**src/rtl/serial_add_ctrl_pkg.sv**
```systemverilog
// Shared types and limits for the bit-serial add/subtract engine.
// Provides the FSM state encoding and the legal WIDTH range.
package serial_add_ctrl_pkg;

  typedef enum logic [1:0] {
    IDLE = 2'd0,
    RUN  = 2'd1,
    DONE = 2'd2
  } state_t;

  localparam int WIDTH_MIN = 2;
  localparam int WIDTH_MAX = 64;

endpackage

```
**src/rtl/fa.sv**
```systemverilog
// One-bit full-adder cell.
// Ports: a, b, ci in; s = a^b^ci, co = majority(a,b,ci) out.
module fa (
  input  logic a,
  input  logic b,
  input  logic ci,
  output logic s,
  output logic co
);

  assign s  = a ^ b ^ ci;
  assign co = (a & b) | (a & ci) | (b & ci);

endmodule

```
**src/rtl/serial_add_ctrl.sv**
```systemverilog
// Bit-serial add/subtract engine: one full-adder cell, LSB first.
// Ports: clk, rst, start, sub, a, b, cin in; busy, done, sum, cout, overflow out.
module serial_add_ctrl #(
  parameter int WIDTH = 8
) (
  input  logic             clk,
  input  logic             rst,
  input  logic             start,
  input  logic             sub,
  input  logic [WIDTH-1:0] a,
  input  logic [WIDTH-1:0] b,
  input  logic             cin,
  output logic             busy,
  output logic             done,
  output logic [WIDTH-1:0] sum,
  output logic             cout,
  output logic             overflow
);

  import serial_add_ctrl_pkg::*;

  localparam int CW = $clog2(WIDTH);
  localparam logic [CW-1:0] CNT_LAST = CW'(WIDTH - 1);
  localparam logic [CW-1:0] CNT_MSB  = CW'(WIDTH - 2);

  if (WIDTH < WIDTH_MIN || WIDTH > WIDTH_MAX) begin : g_bad_width
    $error("serial_add_ctrl: WIDTH out of range");
  end

  state_t state, state_nx;
  logic   accept;

  logic [WIDTH-1:0] a_sh;
  logic [WIDTH-1:0] b_sh;
  logic [WIDTH-1:0] res_sh;
  logic [CW-1:0]    cnt;
  logic             carry;
  logic             c_msb_in;
  logic             fa_s;
  logic             fa_co;
  logic             last;

  assign last = (cnt == CNT_LAST);

  always_ff @(posedge clk or posedge rst) begin
    if (rst) state <= IDLE;
    else     state <= state_nx;
  end

  always_comb begin
    state_nx = state;
    accept   = 1'b0;
    unique case (state)
      IDLE: begin
        if (start) begin
          accept   = 1'b1;
          state_nx = RUN;
        end
      end
      RUN: begin
        if (last) state_nx = DONE;
      end
      DONE: begin
        accept   = start;
        state_nx = start ? RUN : IDLE;
      end
      default: state_nx = IDLE;
    endcase
  end

  assign busy = (state == RUN);
  assign done = (state == DONE);

  fa u_fa (
    .a  (a_sh[0]),
    .b  (b_sh[0]),
    .ci (carry),
    .s  (fa_s),
    .co (fa_co)
  );

  always_ff @(posedge clk or posedge rst) begin
    if (rst) begin
      a_sh     <= '0;
      b_sh     <= '0;
      res_sh   <= '0;
      cnt      <= '0;
      carry    <= 1'b0;
      c_msb_in <= 1'b0;
      sum      <= '0;
      cout     <= 1'b0;
      overflow <= 1'b0;
    end else if (accept) begin
      a_sh  <= a;
      b_sh  <= sub ? ~b : b;
      carry <= sub | cin;
      cnt   <= '0;
    end else if (state == RUN) begin
      a_sh   <= {1'b0, a_sh[WIDTH-1:1]};
      b_sh   <= {1'b0, b_sh[WIDTH-1:1]};
      res_sh <= {fa_s, res_sh[WIDTH-1:1]};
      carry  <= fa_co;
      if (!last) cnt <= cnt + 1'b1;
      // carry out of bit WIDTH-2 is the carry into the MSB
      if (cnt == CNT_MSB) c_msb_in <= fa_co;
      if (last) begin
        sum      <= {fa_s, res_sh[WIDTH-1:1]};
        cout     <= fa_co;
        overflow <= c_msb_in ^ fa_co;
      end
    end
  end

endmodule

```
**config.mk**
```make
export PLATFORM = sky130hd
export DESIGN_NAME = serial_add_ctrl
export DESIGN_NICKNAME = d
export VERILOG_FILES = /design/src/rtl/serial_add_ctrl_pkg.sv /design/src/rtl/fa.sv /design/src/rtl/serial_add_ctrl.sv
export SDC_FILE = /design/constraint.sdc
export NUM_CORES = 1
export LEC_CHECK = 0
export CORE_MARGIN = 2
export CORE_UTILIZATION = 51
export DETAILED_ROUTE_END_ITERATION = 12
export GPL_ROUTABILITY_DRIVEN = 0
export PLACE_DENSITY_LB_ADDON = 0.25
export SLEW_MARGIN = 25
export SYNTH_ARGS = -nofsm -noshare
export SYNTH_HDL_FRONTEND = slang
export SYNTH_SLANG_ARGS = --single-unit
```
**constraint.sdc**
```tcl
create_clock -name clk -period 2.39 [get_ports clk]
set_clock_uncertainty 0.15 [all_clocks]
set_input_delay 0.478 -clock clk [delete_from_list [all_inputs] [get_ports clk]]
set_output_delay 0.478 -clock clk [all_outputs]
set_load 0.01 [all_outputs]
```
==> summary.md <==
| Metric | Value |
|---|---|
| Die X | between 60 and 70 um |
| Initial Util | 0.538 |
| CP Capture Type | output port |
| Cell internal pwr | between 1.5 and 2 mW |
| Num CTS Buffers | 5 |
| Clk root buf | clkbuf_4 |
| Vias | around 1200 |
| Post-synthesis cell count | 151 |
| Post-synth EDFFs | 0 |
| Post-DP HPWL | ~2200 um |
| Drt via density | 5.29 |
| Max clock buf depth | 2 |
| Leak pwr | roughly 1.0 nW |
| Final Critical Period | around 2.2 ns |
| Sequential cell area fraction in the yosys report | 0.553 |
| CTS tree | built |
| # resized after CTS | 2 |
| Synthesized Nets | between 150 and 200 |
| Sw Ratio | 0.331 |
| Syn Area/Cell | roughly 12 um^2 |
| Fraction of final layout cells sized beyond drive strength 1 | 0.168 |
| Final number of setup-violating endpoints | 0 |
| Setup bufs post-CTS | 0 |
| Worst-path clk slew | 0.12 ns |
| Die area | 0.00404 mm^2 |
| Core Area | roughly 0.0034 mm^2 |
| Largest net degree at the start of global routing | 41 |
| Antenna violations before repair | 0 |
| First-pass GRT wire length | 5530 um |
| Critical path arrival | approximately 1.6 ns |
| Distinct cell type count after synthesis | 29 |
| Least-Margin Pin Slew | around 0.54 ns |
| Core Rows | 21 |
| Die Height | 63.6 um |
| Final hold slack | ~0.36 ns |
| Pwr Density | ~1300 mW/mm^2 |
| Number of global-route vias before repair | roughly 1200 |
| Psw | around 0.93 mW |
| Mapped Area | ~0.0018 mm^2 |
| Area grow syn2layout | 23.9% |
| DRC Markers | 0 |
| Antenna Cells | 0 |
| GRT overflow | 0 |
| H-tree lvl count | 2 |
| Top-area cell type share of the netlist area | 0.553 |
| Routed len/inst | approximately 14 um |
| Commonest cells in the netlist | dfrtp_1 (40), mux2_2 (17), nand2_1 (17) |
| Top post-synthesis cells by area | dfrtp_1 (55%), mux2_2 (11%), mux2i_1 (4.4%) |
| Yosys reg bits | 40 |
| Gr usage total | 0.179 |
| Largest fanout on the critical path | 6 |
| Hold Crit Class | reg -> reg |
| Comb pwr share | 0.419 |
| Routed WL | ~3200 um |
| Cell taking the most area after synthesis | dfrtp_1 |
| Final hold vios | 0 |
| Final layout net count | 209 |
| Top-count cell post-synth | dfrtp_1 |
| CTS sink count | 40 |
| Worst VDD drop | about 0.00064 V |
| YS warnings | 0 |
| WS Path Type | reg -> out |
| Max Cap Viol | 0 |
| CTS Hold Bufs | 0 |
| Status | completed |
| Async SR Flop Fraction | 1.00 |
| Setup TNS | 0 ns |
| Ports | 33 |
| Maximum clock rate | ~460 MHz |
| Sequential power share | 0.423 |
| DRT Pass-1 Iters | 4 |
| Fin crit share | 0.913 |
| Clk pwr share | 0.159 |
| CP cell instances | and2b_2 -> clkdlybuf4s50_1 |
| 1st-iter DRT viols | 55 |
| Layout Utilization | 0.666 |
| Top_reg_cell synth | dfrtp_1 |
| Slew HR | 0.640 |
| Routed Antenna Nets | 0 |
| Port-buffer cells | 32 |
| Final Max Tran Viols | 0 |
| RSZ-0062 raised after global routing | false |
| Crit path launch type | flop |
| Clock Latency Late Sink | 0.35 ns |
| CP required | 1.76 ns |
| CP peak stage delay | 0.52 ns |
| Worst path slowest cell | clkdlybuf4s50_1 |
==> cell usage in the layout (no fill, tap or decap) <==
master	count
nand2_1	17
a21oi_1	1
clkinvlp_4	1
mux2i_1	8
mux2_2	17
clkbuf_4	5
and2b_2	1
xnor2_1	1
dlygate4sd2_1	1
ha_1	3
clkinv_2	1
a221o_1	1
inv_1	4
bufinv_16	2
buf_4	4
a22oi_1	5
nand3_1	9
nor3_1	1
dfrtp_1	40
xor2_1	8
fa_1	1
clkdlybuf4s50_1	31
nor2b_1	1
o21ai_1	2
o21ai_0	10
a22o_1	1
nor2_1	4
nand2b_1	2
o22ai_1	1
or3b_1	1
nand3b_1	1
==> critical path, delay by kind of cell (launching register included) <==
family | cells | cell delay [ns]
simple gates | 1 | 0.23
buf+inv | 1 | 0.52
flops | 1 | 0.45
==> power groups by stage <==
| stage | sequential [mW] | combinational [mW] | clock [mW] |
|---|---|---|---|
| 6_report | 1.19 | 1.18 | 0.447 |
| 5_1_grt | 1.24 | 1.29 | 0.485 |
| 4_1_cts | 1.19 | 1.19 | 0.458 |
| 3_5_place_dp | 1.21 | 1.15 | 0 |
| 3_3_place_gp | 1.18 | 1.09 | 0 |
| 2_1_floorplan | 1.19 | 0.807 | 0 |
==> logic make-up after synthesis <==
kind of cell	share of synthesized area
simple gates	0.0954
flops	0.553
buf+inv	0.0553
compound gates	0.0705
fa+ha+maj	0.0318
mux	0.150
xor+xnor	0.0436
==> flip-flops by register name (all words and copies together), names as in the netlist <==
register  cells
cnt           3
c_msb_in      1
carry         1
overflow      1
a_sh          8
sum           8
cout          1
res_sh        7
state         2
b_sh          8
==> through the flow <==
step | worst slack [ns] | instances | area [um^2] | total power, mW
after floorplan | 0.695 | 151 | 1810 | 2.00
after global placement | 0.403 | 223 | 2140 | 2.27
after detailed placement | 0.387 | 223 | 2140 | 2.35
after CTS | 0.202 | 231 | 2240 | 2.84
after global routing | 0.152 | 231 | 2240 | 3.01
final | 0.209 | 231 | 2240 | 2.81
==> metal layers <==
| layer | vias to the layer above | track usage | share of wire |
|---|---|---|---|
| met1 | 603 | 0.229 | 0.43 |
| met2 | 37 | 0.284 | 0.50 |
| met5 | - | 0 | 0 |
| met3 | 6 | 0.0482 | 0.052 |
| li1 | 577 | - | - |
| met4 | 0 | 0.0842 | 0.019 |
==> worst paths after layout <==
check                                     start                    to  slack [ns]  depth (start not counted)
min reg2reg                overflow$_DFFE_PP0P_  overflow$_DFFE_PP0P_        0.36                          2
min in group asynchronous                   rst    sum[5]$_DFFE_PP0P_        0.39                          3
max in group asynchronous                   rst    cnt[2]$_DFFE_PP0P_        1.36                          3
min                        overflow$_DFFE_PP0P_  overflow$_DFFE_PP0P_        0.36                          2
max reg2reg                  cnt[0]$_DFFE_PP0P_    sum[6]$_DFFE_PP0P_        0.45                          4
max                        state[0]$_DFFE_PP0P_                  done        0.21                          2
==> cell type report <==
| class | instances | area (um^2) |
|---|---|---|
| multi-input cells | 96 | 708 |
| fillers | 291 | 1120 |
| repair buffers | 36 | 349 |
| clock buffers | 5 | 37.5 |
| inverters | 5 | 45.0 |
| flip-flops and latches | 40 | 1000 |
| well taps | 46 | 57.6 |
| clock inverters | 3 | 42.5 |
Power figures use the tool's default switching activity.
==> patch: new RTL, same settings <==
Encoding of `state_t`: now one-hot (3 bits for 3 states).
--- a/src/rtl/serial_add_ctrl_pkg.sv
+++ b/src/rtl/serial_add_ctrl_pkg.sv
@@ -4,6 +4,6 @@
 
-  typedef enum logic [1:0] {
-    IDLE = 2'd0,
-    RUN  = 2'd1,
-    DONE = 2'd2
+  typedef enum logic [2:0] {
+    IDLE = 3'b001,
+    RUN  = 3'b010,
+    DONE = 3'b100
   } state_t;
Check against the original RTL: same outputs for any inputs over 10 cycles, from zero or initial values and one cycle with rst high; not proved beyond that.
==> patch against the original RTL <==
- area after synthesis increased by 6.9%
- worst setup slack worse by 3.1 ps
- synthesized cell count rose by 2.6%
- maximum frequency is 0.14% lower
- first-iteration DRC count rose by 56%
- count of clock-buffer cells in the layout rose by 1
- routed wire length rose by 6.8%
- final area rose by 7.5%
- total power decreased by 14%
- sequential cell count is 1 higher
- combinational power shrank 35%
- register-to-register slack barely moved
- critical path type unchanged
- highest routed layer unchanged
==> patch: results <==
set metrics [dict create \
    vias_per_cell 5.24 \
    portBuffers 32 \
    drt-initial-drc-count 86 \
    clock_latency_ps 300 \
    dpl_cell_area_sq_um 2290 \
    clkTransAtPathRegs_ps 80 \
    htree_levels 2 \
    clockBufferDepth 2 \
    finalNonFillerCells 242 \
    grt_use_met3 0.0565 \
    regToRegEndpoint "sum[3]$_DFFE_PP0P_" \
    cts_buffers 5 \
    worst-r2r-cell-count 5 \
    drive_above_1_share 0.216 \
    grt_max_degree 42 \
    synth_nets 180 \
    antenna_cells 0 \
    slew_violations 0 \
    grt_pass1_wl_microns 6090 \
    synth_cell_types 31 \
    placedCellCount 234 \
    synth-main-ff-cell "dfrtp_1" \
    status "completed" \
    reg.largest.list "a_sh x8, b_sh x8, sum x8" \
    maxSlewHeadroom 0.649 \
    synthTopCellsByCount "dfrtp_1, nand2_1, mux2_2" \
    grt.total_usage 0.192 \
    endpoint "busy" \
    postSynthAreaPerCell_sq_um 12.5 \
    routedWlPerCell_microns 13.9 \
    nNetsFinal 218 \
    firstDrtPassIters 4 \
    max_stage_delay_ps 450 \
    worst_hold_path_type "register to register" \
    ir_drop_v 0.000658 \
    ys_seq_area_frac 0.531 \
    path_delay_family "simple AND/OR/NAND/NOR gates" \
    cpMaxStageDelayCell "or3b_4" \
    ys_top_cells_by_area "dfrtp_1, mux2_2, mux2i_1" \
    leakagePower_uw 0.00114 \
    first_global_vias 1329 \
    synthArstFlopShare 1.00 \
    dp_hpwl_microns 2340 \
    ys_warn_count 0 \
    start_kind "register" \
    r2r_start "state[2]$_DFFE_PP0P_" \
    antenna_found_initial 0 \
    fin_area_sq_um 2410 \
    use_met1 0.228 \
    crit_fanout 13 \
    reg2reg_slack_ps 450 \
    root_buffer "clkbuf_8" \
    grt_use_met2 0.321 \
    arrival_ps 1560 \
]
-- patch: cell types whose count changed in the layout (fill, tap and decap cells not counted), sizes merged, moves of 2 or more --
| cell | change |
|---|---|
| a221o | +2 |
| a22oi | -3 |
| a2bb2oi | +2 |
| and2 | +4 |
| buf | +3 |
| mux2 | +4 |
| mux2i | +3 |
| nand2 | +10 |
| nand3 | -6 |
| o21ai | -8 |
| xnor2 | +4 |
| xor2 | -2 |
-- patch: what timing repair did --
item                                    CTS  global route
endpoints found under the setup margin    1             0
resized for setup                         2             0
buffers inserted                          0             0
-- patch: cell families after synthesis --
| family | after synthesis | synth area share |
|---|---|---|
| simple gates | 42 | 0.104 |
| flops | 41 | 0.531 |
| fa+ha+maj | 4 | 0.0298 |
| compound gates | 13 | 0.0537 |
| xor+xnor | 11 | 0.0498 |
| buf+inv | 12 | 0.0524 |
| mux | 32 | 0.179 |
-- patch: worst min path at each step --
| stage | startpoint | end | slack, ps | cells after the start |
|---|---|---|---|---|
| 6_report | res_sh[1]$_DFFE_PP0P_ | res_sh[1]$_DFFE_PP0P_ | 350 | 2 |
| 5_1_grt | overflow$_DFFE_PP0P_ | overflow$_DFFE_PP0P_ | 380 | 1 |
| 4_1_cts | res_sh[1]$_DFFE_PP0P_ | res_sh[1]$_DFFE_PP0P_ | 350 | 2 |
| 3_5_place_dp | res_sh[1]$_DFFE_PP0P_ | res_sh[1]$_DFFE_PP0P_ | 330 | 2 |
| 3_3_place_gp | res_sh[1]$_DFFE_PP0P_ | res_sh[1]$_DFFE_PP0P_ | 310 | 2 |
| 2_1_floorplan | res_sh[1]$_DFFE_PP0P_ | res_sh[1]$_DFFE_PP0P_ | 290 | 2 |
-- patch: where the power goes --
group / internal [uW] / switching, uW / leakage [uW]
clock network: 339 / 242 / 0.0000574
registers: 926 / 144 / 0.000525
logic: 408 / 364 / 0.000557
-- patch: cell type report --
cell class                 count  area [sq um]
fill                         303          1250
inverter                       4          22.5
multi-input combinational    102           808
tap                           48          60.1
clock inverter                 2          37.5
clock buffer                   6          82.6
timing repair buffer          39           372
sequential                    41          1030
-- patch: worst register-to-register path, stage by stage (launching register included) --
cell	delay, ps
dfrtp_1	430
or3b_4	450
inv_8	110
buf_4	240
nand2_4	150
mux2_2	310
-- patch: metal layers --
layer / routed length [microns] / part of all wire
met1: 1420 / 0.42
met2: 1710 / 0.51
met3: 157 / 0.047
met4: 72 / 0.021
met5: 0 / 0
-- patch: stage by stage --
| stage | total power, uW | util | worst slack [ps] |
|---|---|---|---|
| floorplan | 1660 | - | 510 |
| global placement | 1810 | 0.625 | 226 |
| detailed placement | 1860 | 0.625 | 206 |
| CTS | 2450 | 0.658 | 168 |
| global route | 2600 | 0.658 | 96.8 |
| finish | 2420 | 0.658 | 206 |
